<file path="config.mk">
export PLATFORM = sky130hd
export DESIGN_NAME = movegen_scheduler
export DESIGN_NICKNAME = d
export VERILOG_FILES = /design/src/rtl/movegen_scheduler.sv
export SDC_FILE = /design/constraint.sdc
export NUM_CORES = 1
export LEC_CHECK = 0
export ABC_AREA = 1
export CAP_MARGIN = 20
export CORE_MARGIN = 5
export CORE_UTILIZATION = 36
export CTS_CLUSTER_SIZE = 20
export DETAILED_ROUTE_END_ITERATION = 12
export PLACE_DENSITY = 0.84
export SYNTH_ARGS = -nofsm -noshare
export SYNTH_HDL_FRONTEND = slang
export SYNTH_SLANG_ARGS = --single-unit
export TNS_END_PERCENT = 30
</file>
<file path="constraint.sdc">
create_clock -name clk -period 2.6 [get_ports clk]
set_clock_uncertainty 0.1 [all_clocks]
set_input_delay 0.52 -clock clk [delete_from_list [all_inputs] [get_ports clk]]
set_output_delay 0.52 -clock clk [all_outputs]
set_load 0.05 [all_outputs]
</file>
<file path="src/rtl/movegen_scheduler.sv">
// movegen_scheduler: scans the 64 board squares in ascending order and hands each own piece to a shared
// move generator over a four-phase req/ack handshake. Optional gen_ack timeout under MOVEGEN_TIMEOUT_EN.
package movegen_pkg;
   typedef struct packed {
      logic       colour;  // 0 white, 1 black
      logic [2:0] kind;    // 0 = empty square
   } fullpiece_t;
endpackage

module movegen_scheduler
   import movegen_pkg::*;
#(
   parameter int TIMEOUT_CYCLES = 255
) (
   input  logic              clk,
   input  logic              rst_n,
   input  logic              start,
   input  logic              side,
   input  fullpiece_t [63:0] board,
   output logic              gen_req,
   output logic [2:0]        gen_kind,
   output logic [5:0]        gen_from,
   input  logic              gen_ack,
   input  logic              gen_valid,
   input  logic [5:0]        gen_position,
   output logic              move_valid,
   output logic [5:0]        move_from,
   output logic [5:0]        move_to,
   output logic              busy,
   output logic              done,
   output logic              err
);
   typedef enum logic [2:0] {IDLE, SCAN, REQ, RELEASE, FINISH} state_t;

   state_t     state_q, state_d;
   logic [5:0] sq_q, sq_d;
   logic       side_q, side_d;
   logic [2:0] gen_kind_q, gen_kind_d;
   logic [5:0] gen_from_q, gen_from_d;
   logic       move_valid_q;
   logic [5:0] move_from_q, move_to_q;
   logic       own_piece, in_hs, step, timeout;

   assign own_piece = (board[sq_q].kind != 3'd0) && (board[sq_q].colour == side_q);
   assign in_hs     = (state_q == REQ) || (state_q == RELEASE);

   always_comb begin
      state_d    = state_q;
      sq_d       = sq_q;
      side_d     = side_q;
      gen_kind_d = gen_kind_q;
      gen_from_d = gen_from_q;
      step       = 1'b0;
      case (state_q)
         IDLE: begin
            if (start) begin
               state_d = SCAN;
               sq_d    = 6'd0;
               side_d  = side;
            end
         end
         SCAN: begin
            if (own_piece) begin
               state_d    = REQ;
               gen_from_d = sq_q;
               gen_kind_d = board[sq_q].kind;
            end else begin
               step = 1'b1;
            end
         end
         REQ: begin
            if (gen_ack) state_d = RELEASE;
            else if (timeout) step = 1'b1;
         end
         RELEASE: begin
            if (!gen_ack || timeout) step = 1'b1;
         end
         FINISH:  state_d = IDLE;
         default: state_d = IDLE;
      endcase
      // Square 63 ends the scan instead of wrapping back to 0.
      if (step) begin
         if (sq_q == 6'd63) begin
            state_d = FINISH;
         end else begin
            sq_d    = sq_q + 6'd1;
            state_d = SCAN;
         end
      end
   end

   always_ff @(posedge clk or negedge rst_n) begin
      if (!rst_n) begin
         state_q      <= IDLE;
         sq_q         <= 6'd0;
         side_q       <= 1'b0;
         gen_kind_q   <= 3'd0;
         gen_from_q   <= 6'd0;
         move_valid_q <= 1'b0;
         move_from_q  <= 6'd0;
         move_to_q    <= 6'd0;
      end else begin
         state_q      <= state_d;
         sq_q         <= sq_d;
         side_q       <= side_d;
         gen_kind_q   <= gen_kind_d;
         gen_from_q   <= gen_from_d;
         move_valid_q <= gen_valid && in_hs;
         if (gen_valid && in_hs) begin
            move_from_q <= gen_from_q;
            move_to_q   <= gen_position;
         end
      end
   end

`ifdef MOVEGEN_TIMEOUT_EN
   localparam int CNT_W = $clog2(TIMEOUT_CYCLES + 1);

   logic [CNT_W-1:0] wait_q;
   logic             err_q;

   // One budget covers the whole handshake, REQ and RELEASE together.
   assign timeout = in_hs && (wait_q == CNT_W'(TIMEOUT_CYCLES - 1));
   assign err     = err_q;

   always_ff @(posedge clk or negedge rst_n) begin
      if (!rst_n) begin
         wait_q <= '0;
         err_q  <= 1'b0;
      end else begin
         if (in_hs && !timeout) wait_q <= wait_q + 1'b1;
         else                   wait_q <= '0;
         if ((state_q == IDLE) && start) err_q <= 1'b0;
         else if (timeout)               err_q <= 1'b1;
      end
   end
`else
   assign timeout = 1'b0;
   assign err     = 1'b0;
`endif

   assign gen_req    = (state_q == REQ);
   assign gen_kind   = gen_kind_q;
   assign gen_from   = gen_from_q;
   assign move_valid = move_valid_q;
   assign move_from  = move_from_q;
   assign move_to    = move_to_q;
   assign busy       = (state_q == SCAN) || in_hs;
   assign done       = (state_q == FINISH);
endmodule

</file>
# --- After elaboration in Yosys (flattened, before gate mapping) ---
# Index checks and enable logic that the tools add are counted.
classes:
  bitwise_logic: 0
  addsub: 1
  n_mux: 15
  n_eq_ne: 10
  order_cmp: 1
  shifts: 0
  n_reduce_logical: 9
  multipliers: 0
  div: 0
ops:
  columns: ["operator", "n"]
  rows:
  - ["$bmux 4 s6", 1]
  - ["$mux 6", 4]
  - ["$mux 3", 5]
  - ["$pmux 3 s4", 1]
  - ["$lt 6x7->1 const B", 1]
  - ["$add 6x1->6 const B", 1]
  - ["$eq 3x2->1 const B", 2]
  - ["$eq 6x6->1 const B", 1]
  - ["$ne 3x3->1 const B", 2]
  - ["$mux 4", 1]
  - ["$reduce_and 2->1", 2]
  - ["$reduce_and 4->1", 1]
  - ["$eq 3x1->1 const B", 1]
  - ["$eq 3x3->1 const B", 1]
  - ["$logic_not 3->1", 1]
  - ["$ne 3x1->1 const B", 1]
  - ["$reduce_bool 3->1", 1]
  - ["$logic_and 1x1->1", 2]
  - ["$logic_or 1x1->1", 2]
  - ["$mux 1", 2]
  - ["$ne 2x2->1 const B", 1]
  - ["$pmux 1 s2", 1]
  - ["$eq 1x1->1", 1]
word_totals:
  output_inout_bits: 26
  n_memories: 0
  inputBits: 268
  regBits: 32
  latch_bits: 0
  ram_bits: 0
  rom_bits: 0
  word_cells: 44

# --- Longest topological paths before layout ---
# Gate-level depths: netlist (run 1).
depth:
  depth_word: 8
  mapped_depth: 19
  mapped_depth_nobuf: 18

# --- Least setup slack after synthesis (run 1) ---
# OpenSTA, ideal clock, no wires.
synth_timing:
  path_type: "reg-to-output"
  from: "register state_q[1]"
  to: "output done"
  required_time_ps: 1980
  t_arrival_ps: 1525
  path_stages_with_launch: 2
  slack_ps: 455
  path_buffers: 0
  path_cell_list: "dfrtp_1 nor3_1"
synth_between:
  elab_chain_len: 1
synth_rtl:
  columns: ["element", "line_no", "source"]
  rows:
  - ["start: declaration", "35", "state_t state_q, state_d;"]
  - ["start signal: assignment", "103", "state_q <= state_d;"]
  - ["$eq 3x3->1", "149", "assign done = (state_q == FINISH);"]
  - ["end: declaration", "30", "output logic done,"]
# Every way passes these cells.

# --- Worst setup path in the final report (run 1) ---
layout_timing:
  from: "register state_q[2]"
  to: "output gen_req"
layout_between:
  elab_chain_len: 1
layout_rtl:
  columns: ["element", "line_no", "source"]
  rows:
  - ["$eq 3x2->1", "142", "assign gen_req = (state_q == REQ);"]
  - ["end: declaration", "20", "output logic gen_req,"]
# Every way passes these cells.

==> results of run 1 <==
[where the power goes]
| part | total (W) | internal (W) | switching [W] | leakage, nW |
|---|---|---|---|---|
| combinational | 0.00586 | 0.00233 | 0.00353 | 3.00 |
| sequential | 0.000899 | 0.000706 | 0.000193 | 0.413 |
| clock | 0.000652 | 0.000450 | 0.000202 | 0.0808 |
[per-stage QoR]
step                      instance area (µm²)  cells  setup slack, ns  utilization  setup TNS, ns
after global placement                   7080   1171           0.0295        0.648              0
final                                    7610   1193            0.121        0.696              0
after global routing                     7610   1193          -0.0292        0.696         -0.111
after detailed placement                 7080   1171          -0.0297        0.648        -0.0647
after CTS                                7250   1179           0.0802        0.663              0
after floorplan                          4050    778            0.455            -              0
[layout make-up]
type | count | area (µm²) | share of cell area
timing repair buffer | 323 | 3440 | 0.451
multi-input combinational | 665 | 2920 | 0.384
sequential | 32 | 806 | 0.106
tap | 140 | 175 | 0.0230
clock buffer | 6 | 129 | 0.0169
inverter | 24 | 103 | 0.0135
clock inverter | 2 | 35.0 | 0.00460
timing repair inverter | 1 | 8.76 | 0.00115
[repair_timing]
| item | 4_1_cts | 5_1_grt |
|---|---|---|
| setup buffers | 0 | 1 |
| setup endpoints to repair | 0 | 18 |
| endpoints found under the hold margin | 0 | 0 |
| resized for setup | 0 | 29 |
| hold buffers | 0 | 0 |
[final timing paths]
path	start	end	depth (start not counted)
worst max-delay path	state_q[2]	gen_req	4
min in group asynchronous	rst_n	gen_from[4]	1
worst max register to register	sq_q[0]	sq_q[1]	18
worst min-delay path	move_to[2]	move_to[2]	2
max in group asynchronous	rst_n	sq_q[0]	2
worst min register to register	move_to[2]	move_to[2]	2
[registers in the layout, summed over array words and instances, names as in the netlist]
name,count
state_q,3
side_q,1
move_to,6
sq_q,6
move_from,6
gen_from,6
gen_kind,3
move_valid,1
[worst reg2reg max path: cells and delay by family (launching register included)]
family	cells	cell delay, ns
buf+inv	2	0.34
simple gates	16	1.33
flops	1	0.56
[layer usage]
metal	part of all wire	track usage	up-vias	routed length, µm
li1	-	-	3059	-
met1	0.37	0.295	2747	7350
met2	0.50	0.466	305	10000
met3	0.11	0.0726	31	2110
met4	0.020	0.0549	0	396
met5	0	0	-	0
[cell usage in the layout, fill, tap and decap left out, types with 2 or more instances in the layout]
master / Yosys / final
buf_12: 0 / 6
inv_1: 21 / 19
clkbuf_16: 0 / 12
nand2_1: 398 / 392
clkdlybuf4s50_1: 0 / 292
a21oi_1: 3 / 3
nor2_1: 16 / 15
o21ai_0: 14 / 14
nand2_2: 0 / 7
buf_4: 12 / 9
inv_2: 1 / 2
nand3_2: 1 / 11
nor3_1: 3 / 3
nand3_1: 223 / 212
buf_16: 0 / 3
clkinv_1: 2 / 2
buf_6: 4 / 6
dfrtp_1: 32 / 30
[kinds of logic after synthesis]
kind of cell,after synthesis
flip-flops,32
AND/OR/NAND/NOR,643
other,1
adder cells (fa/ha/maj),1
XOR/XNOR,1
AO/OA/AOI/OAI,18
buffers and inverters,82
==> impl_summary.md, run 1 <==
GRT
Global routing finished with a remaining overflow of 0. The first global-routing pass estimated 27,400 µm of wire. The initial antenna violation count is 0. The via count of the first global-routing pass is 5,483. The global-route total usage across every layer is 0.255. Entering global routing, the biggest net connects 73 pins.

Drt
Using the TritonRoute via totals, the vias-per-cell ratio works out to 5.15. The first TritonRoute pass finished after 5 iterations. Detailed routing inserted a total of 6,142 vias. The routed wire length per instance is 16.6 µm. The routed design has 19,800 µm of wire. The final antenna-violating net count is 0.

The post-route DRC violation count is 0. For this block, the initial DRC count from the detailed router was 479.

Die
The placeable core area is 10,900 µm². In this run the vertical extent of the chip is 116 µm. The die span in x is 116 µm.

The floorplan has 38 rows. The I/O pin count is 294. The die covers 13,500 µm². The initial utilization of the core area, before any placement, comes to 0.370.

Clock tree
The TritonCTS sink count is 32. The longest clock path from root to sink contains 2 buffers. The CTS tree is built. The cell sitting at the root of the clock tree is a clkbuf_16. Clock latency on the worst-skew pair, taken at its later pin, is 0.27 ns. The CTS clock-pin slew for the worst setup and hold paths is 0.05 ns.

The number of buffers added by the clock tree synthesis step is 5. The H-tree was split into 2 levels.

Finish
The number of diodes added for antenna fixing is 0. In the final layout, the share of cells above drive strength 1 is 0.0617. The final-stage net count is 1,321. Compared with the post-synthesis result, the final layout area differs by 87.9%.

The number of inserted filler cells in the final layout is 983.

Yosys
Of the total synthesized cell area, the portion taken by AND, OR, NAND and NOR gates is 0.670. Among all cell types in the netlist, the one instantiated most often is nand2_1. Counting flops with a built-in enable in the synthesized netlist gives 0. The main combinational cell family by area after synthesis is simple AND/OR/NAND/NOR gates. After synthesis, the most frequently instantiated cells are 398 x nand2_1, 223 x nand3_1, 32 x dfrtp_1.

The post-synthesis sequential area ratio is 0.198. The Yosys warning count is 0. Averaged over all synthesized cells, the footprint is 5.21 µm².

The most instantiated flip-flop cell in the synthesis netlist is dfrtp_1. Counting flops with an async set or reset pin after synthesis yields a share of 1.00. When the netlist entered floorplanning its net count stood at 1,047. The mapped netlist covers 4050 µm². Of the post-synthesis cell area, the part taken by muxes is 0. Of the total synthesized cell area, the portion taken by XOR and XNOR cells is 0.00216. The fraction of the mapped netlist area in compound gates is 0.0229.

Of the post-synthesis cell area, the dominant cell type holds 0.369. The synthesized netlist cell count is 778. The post-synthesis share of cell area spent on full adders, half adders and majority gates is 0.00309. After synthesis the netlist holds a flip-flop and latch count of 32. Summed over all instances, the cell type with the most area after synthesis is nand2_1. Ranked by total cell area, the synthesized netlist is headed by nand2_1 37%, nand3_1 28%, dfrtp_1 20%. Counting distinct cell types in the post-synthesis netlist gives 23.

STA
Dividing the final minimum period by the clock period gives 0.953. The worst relative slew slack is 0.640. The maximum clock frequency is 403 MHz. The max-slew violation count is 0. Setup repair after global routing could not meet its margin everywhere. The number of failing setup endpoints in the final timing report is 0. The clock period could shrink to 2.48 ns. At the pin with the least slew margin, the transition time is 0.538 ns. The final count of hold timing violations was 0.

Across all hold checks on the routed design, the worst slack comes to 0.381 ns.

Placement
The port buffer count is 292. The placer's final routability congestion estimate is 0.913. After legalization and detailed placement, the total HPWL measured 14,100 µm.

Setup path
The critical setup path kind is flip-flop to output port. STA puts the critical path data arrival time at 1.86 ns. The critical-path cell with the highest stage delay is clkdlybuf4s50_1.

The worst setup path is launched from a flip-flop. Walking the worst path, the cells encountered are nor2_1, inv_1, nor2_1, clkdlybuf4s50_1. Together, buffers and inverters on the worst path number 2. Among the stages of the critical path, the cell type that occurs most often is nor2_1. Along the worst path, the maximum fanout reaches 5. STA classifies the critical path endpoint as an output port. For flop-to-flop paths, the worst setup slack is 0.15 ns. The delay of the slowest cell on the worst path is 0.83 ns.

The kind of cell adding the most delay to the critical path is buffers and inverters. The data required time at the worst endpoint is 1.98 ns.

Power and ir drop
The post-layout total power is 0.00741 W. For this design the ratio of total power to cell area is 973 nW/µm². The highest ir drop seen on vdd is 740 µV.

The cell leakage power is 3.49 nW.

Hold path
The path class of the tightest hold or removal check is flip-flop to flip-flop.

Flow run
The number of maximum-capacitance violations is 0.

Status
The flow ran to the end, and the final reports show no timing, DRC or antenna violations.
Power figures use the tool's default switching activity.
==> run 2: changes to the inputs <==
--- a/config.mk
+++ b/config.mk
@@ -8,10 +8,10 @@
 export ABC_AREA = 1
 export CAP_MARGIN = 20
 export CORE_MARGIN = 5
-export CORE_UTILIZATION = 36
+export CORE_UTILIZATION = 32
 export CTS_CLUSTER_SIZE = 20
 export DETAILED_ROUTE_END_ITERATION = 12
-export PLACE_DENSITY = 0.84
+export PLACE_DENSITY = 0.79
 export SYNTH_ARGS = -nofsm -noshare
 export SYNTH_HDL_FRONTEND = slang
 export SYNTH_SLANG_ARGS = --single-unit
==> constraint.sdc (replaced) <==
create_clock -name clk -period 2.1 [get_ports clk]
set_clock_uncertainty 0.1 [all_clocks]
set_input_delay 0.42 -clock clk [delete_from_list [all_inputs] [get_ports clk]]
set_output_delay 0.42 -clock clk [all_outputs]
set_load 0.05 [all_outputs]
==> run 2 against run 1 <==
  * The run now ends with negative setup slack left
  * Flip-flop and latch count stayed put
  * Global-route usage is 1.2 points lower
  * Worst setup slack worse by 0.45 ns
  * Largest power group unchanged
==> impl_summary.md, run 2 (synthesized netlist as in run 1, its figures left out) <==
Finish
The library cells used most frequently in the layout, excluding fill and tap cells, are 383 x nand2_1, 283 x clkdlybuf4s50_1, 210 x nand3_1. The final-stage net count is 1,346 (+1.9%). The number of diodes added for antenna fixing was 0 (unchanged). The share of cells above drive strength 1 is 0.103 (+0.0412). The layout-stage area growth over the synthesis result is 96.5%.

Leaving out fill and tap cells, the most frequent cell in the layout is nand2_1. The share of the core filled with cells in the final layout came to 0.636 (-0.0601). The summed area of non-filler cells in the final layout is 7960 µm² (+4.6%).

Die
The die height was 123 µm (+5.5%). The die footprint is 15,000 µm² (+11%). The I/O pin count came to 294 (unchanged). The effective utilization at floorplan is 0.324 (-0.0468).

The number of placement rows is 41 (+7.9%). The die span in x is 123 µm (+5.5%). The placeable core area came to 12,500 µm² (+14%).

Clock tree
The root buffer selected by CTS is clkbuf_16. The CTS clock-pin slew for the worst setup and hold paths is 0.05 ns (about the same). The clock latency of the later-clocked register in the worst-skew pair was 0.27 ns (about the same). The TritonCTS sink count is 32 (unchanged).

The number of buffers added by the clock tree synthesis step is 5 (unchanged). The maximum buffer depth of the clock tree is 2 (unchanged). The CTS tree is built. The number of H-tree levels came to 2 (unchanged).

Placement
The placed instance area is 7380 µm² (+4.2%). The port buffer count was 292 (unchanged). The placer's final routability congestion estimate is 0.909 (-0.54%). The placed wire-length estimate is 14,800 µm (+5.0%).

Status
The final reports fail on negative setup slack. The flow ran to the end, but the final reports show violations.

Setup path
The worst-path maximum fanout is 13 (+8). The startpoint of the lowest-slack register-to-register path is sq_q[0]. The critical path is of the flip-flop to flip-flop type. For this design, the slowest cell found on the critical path is dfrtp_4.

The arrival time at the worst endpoint came to 2.49 ns (+0.63 ns). The signal on the critical path passes through buf_12, clkbuf_16, nand2_1, nand3_1, nand3_1, nand2_1, nand2_1, nand3_1, nand2_1, nand2_1, nand2_1, nand2_2, nand2_2, nand2_2, nand2_4, nand2_8, buf_6, nand2_1, nand2_1. The number of buffer and inverter stages on the critical path came to 3 (+1).

The logic depth of the worst register-to-register path is 19 (+1). The data required time at the worst endpoint came to 2.16 ns (+0.18 ns). The delay of the slowest cell on the worst path came to 0.56 ns (-0.27 ns). The startpoint class of the critical path is a flip-flop. The kind of cell adding the most delay to the critical path is simple AND/OR/NAND/NOR gates. By instance count, the cell type seen most on the critical path is nand2_1. The worst setup slack for register-to-register paths came to -0.33 ns (-0.48 ns). The endpoint of the worst register-to-register path is sq_q[2]. The endpoint class of the critical path is a flip-flop.

Drt
The overall routed net length is 19,400 µm (-2.1%). The count of vias placed by the detailed router was 6,106 (-0.59%). The detailed router's first-iteration violation count came to 434 (-9.4%). The post-route DRC violation count is 0 (unchanged). The routed wire length per instance was 15.5 µm (-6.5%).

The final antenna-violating net count came to 0 (unchanged). The number of iterations in the first detailed-routing pass is 5 (unchanged). The via density per instance is 4.88 (-5.1%).

GRT
The global-route total usage across every layer is 0.243 (-0.0123). The wire length of the first global-routing pass is 29,200 µm (+6.6%). The pin count of the biggest net entering global routing is 34 (-53%).

The remaining global-route overflow came to 0 (unchanged). The initial antenna violation count was 0 (unchanged). The via count of the first global-routing pass is 5,863 (+6.9%).

STA
The final critical-path setup slack is -0.334 ns (-0.455 ns). Setup repair after global routing could not meet its margin everywhere. The maximum clock frequency is 411 MHz. The number of failing setup endpoints in the final timing report is 18 (+18). The transition at the pin with the smallest max-transition slack came to 0.530 ns (-0.00777 ns). The worst relative slew slack was 0.646 (+0.00520). For the finished layout, the period the worst path requires is 2.43 ns.

The final count of hold timing violations is 0 (unchanged). The final period utilization is 1.16. The max-slew violation count is 0 (unchanged).

Hold path
The number of cells on the worst hold path is 2 (unchanged). The path category of the worst min-delay check is flip-flop to flip-flop. The startpoint of the most critical hold path is move_from[5]. The worst-case hold path end point is move_from[5].

Flow run
The number of maximum-capacitance violations is 0 (unchanged).

Power and ir drop
The cell leakage power is 3.69 nW (+5.5%). The highest ir drop seen on vdd is 506 µV (-32%). The power density over the cells is 1230 nW/µm² (+26%).
## run 2: worst max-delay path by stage
stage                    start          end  slack (ns)  cells past startpoint
global route           sq_q[0]      sq_q[2]       -0.46                     19
floorplan              sq_q[1]      sq_q[2]        0.05                     18
global placement    board[116]      sq_q[2]       -0.30                     17
detailed placement  board[196]      sq_q[2]       -0.32                     17
finish                 sq_q[0]      sq_q[2]       -0.33                     19
CTS                    sq_q[0]  gen_from[5]       -0.31                     18
## run 2: layout make-up
cell class,instances,area [µm²]
multi-input combinational,665,2970
clock inverter,1,5.00
fill,1214,4550
tap,172,215
inverter,24,105
timing repair buffer,349,3720
clock buffer,7,133
sequential,32,806
## run 2: metrics by stage
step | setup slack [ns] | hold WS (ns) | power (W) | setup TNS [ns] | cells
2_1_floorplan | 0.0516 | 0.0244 | 0.00544 | 0 | 778
3_3_place_gp | -0.297 | 0.361 | 0.00799 | -4.74 | 1227
3_5_place_dp | -0.316 | 0.365 | 0.00804 | -5.04 | 1227
4_1_cts | -0.307 | 0.378 | 0.00935 | -4.92 | 1247
5_1_grt | -0.458 | 0.399 | 0.0106 | -7.50 | 1250
6_report | -0.334 | 0.373 | 0.00976 | -5.03 | 1250
## run 2: worst register-to-register path, delay by kind of cell, from the launching register on
family        cells  cell delay, ns
simple gates     16            1.12
flops             1            0.56
buf+inv           3            0.52
## run 2: where the power goes
| part | total, W | switching [W] | internal (W) |
|---|---|---|---|
| Clock | 0.000670 | 0.000234 | 0.000436 |
| Sequential | 0.00110 | 0.000227 | 0.000875 |
| Combinational | 0.00799 | 0.00451 | 0.00348 |
## run 2: per-layer routing
layer,vias to the layer above,global-route usage,share of wire
met1,2683,0.288,0.39
met5,-,0,0
li1,3116,-,-
met3,28,0.0590,0.098
met4,0,0.0532,0.020
met2,279,0.441,0.50
## run 2: what timing repair did
action	CTS	global route
pin swaps	5	18
gates cloned	5	3
buffers inserted	7	1
gates resized for setup	21	29
endpoints found under the setup margin	18	18
hold buffers	0	0
==> run 3: changes to the inputs <==
--- a/config.mk
+++ b/config.mk
@@ -9,7 +9,6 @@
 export CAP_MARGIN = 20
 export CORE_MARGIN = 5
 export CORE_UTILIZATION = 32
-export CTS_CLUSTER_SIZE = 20
 export DETAILED_ROUTE_END_ITERATION = 12
 export PLACE_DENSITY = 0.79
 export SYNTH_ARGS = -nofsm -noshare
==> results of run 3 <==
The final DEF is identical to that of run 2; final timing and power are the same.
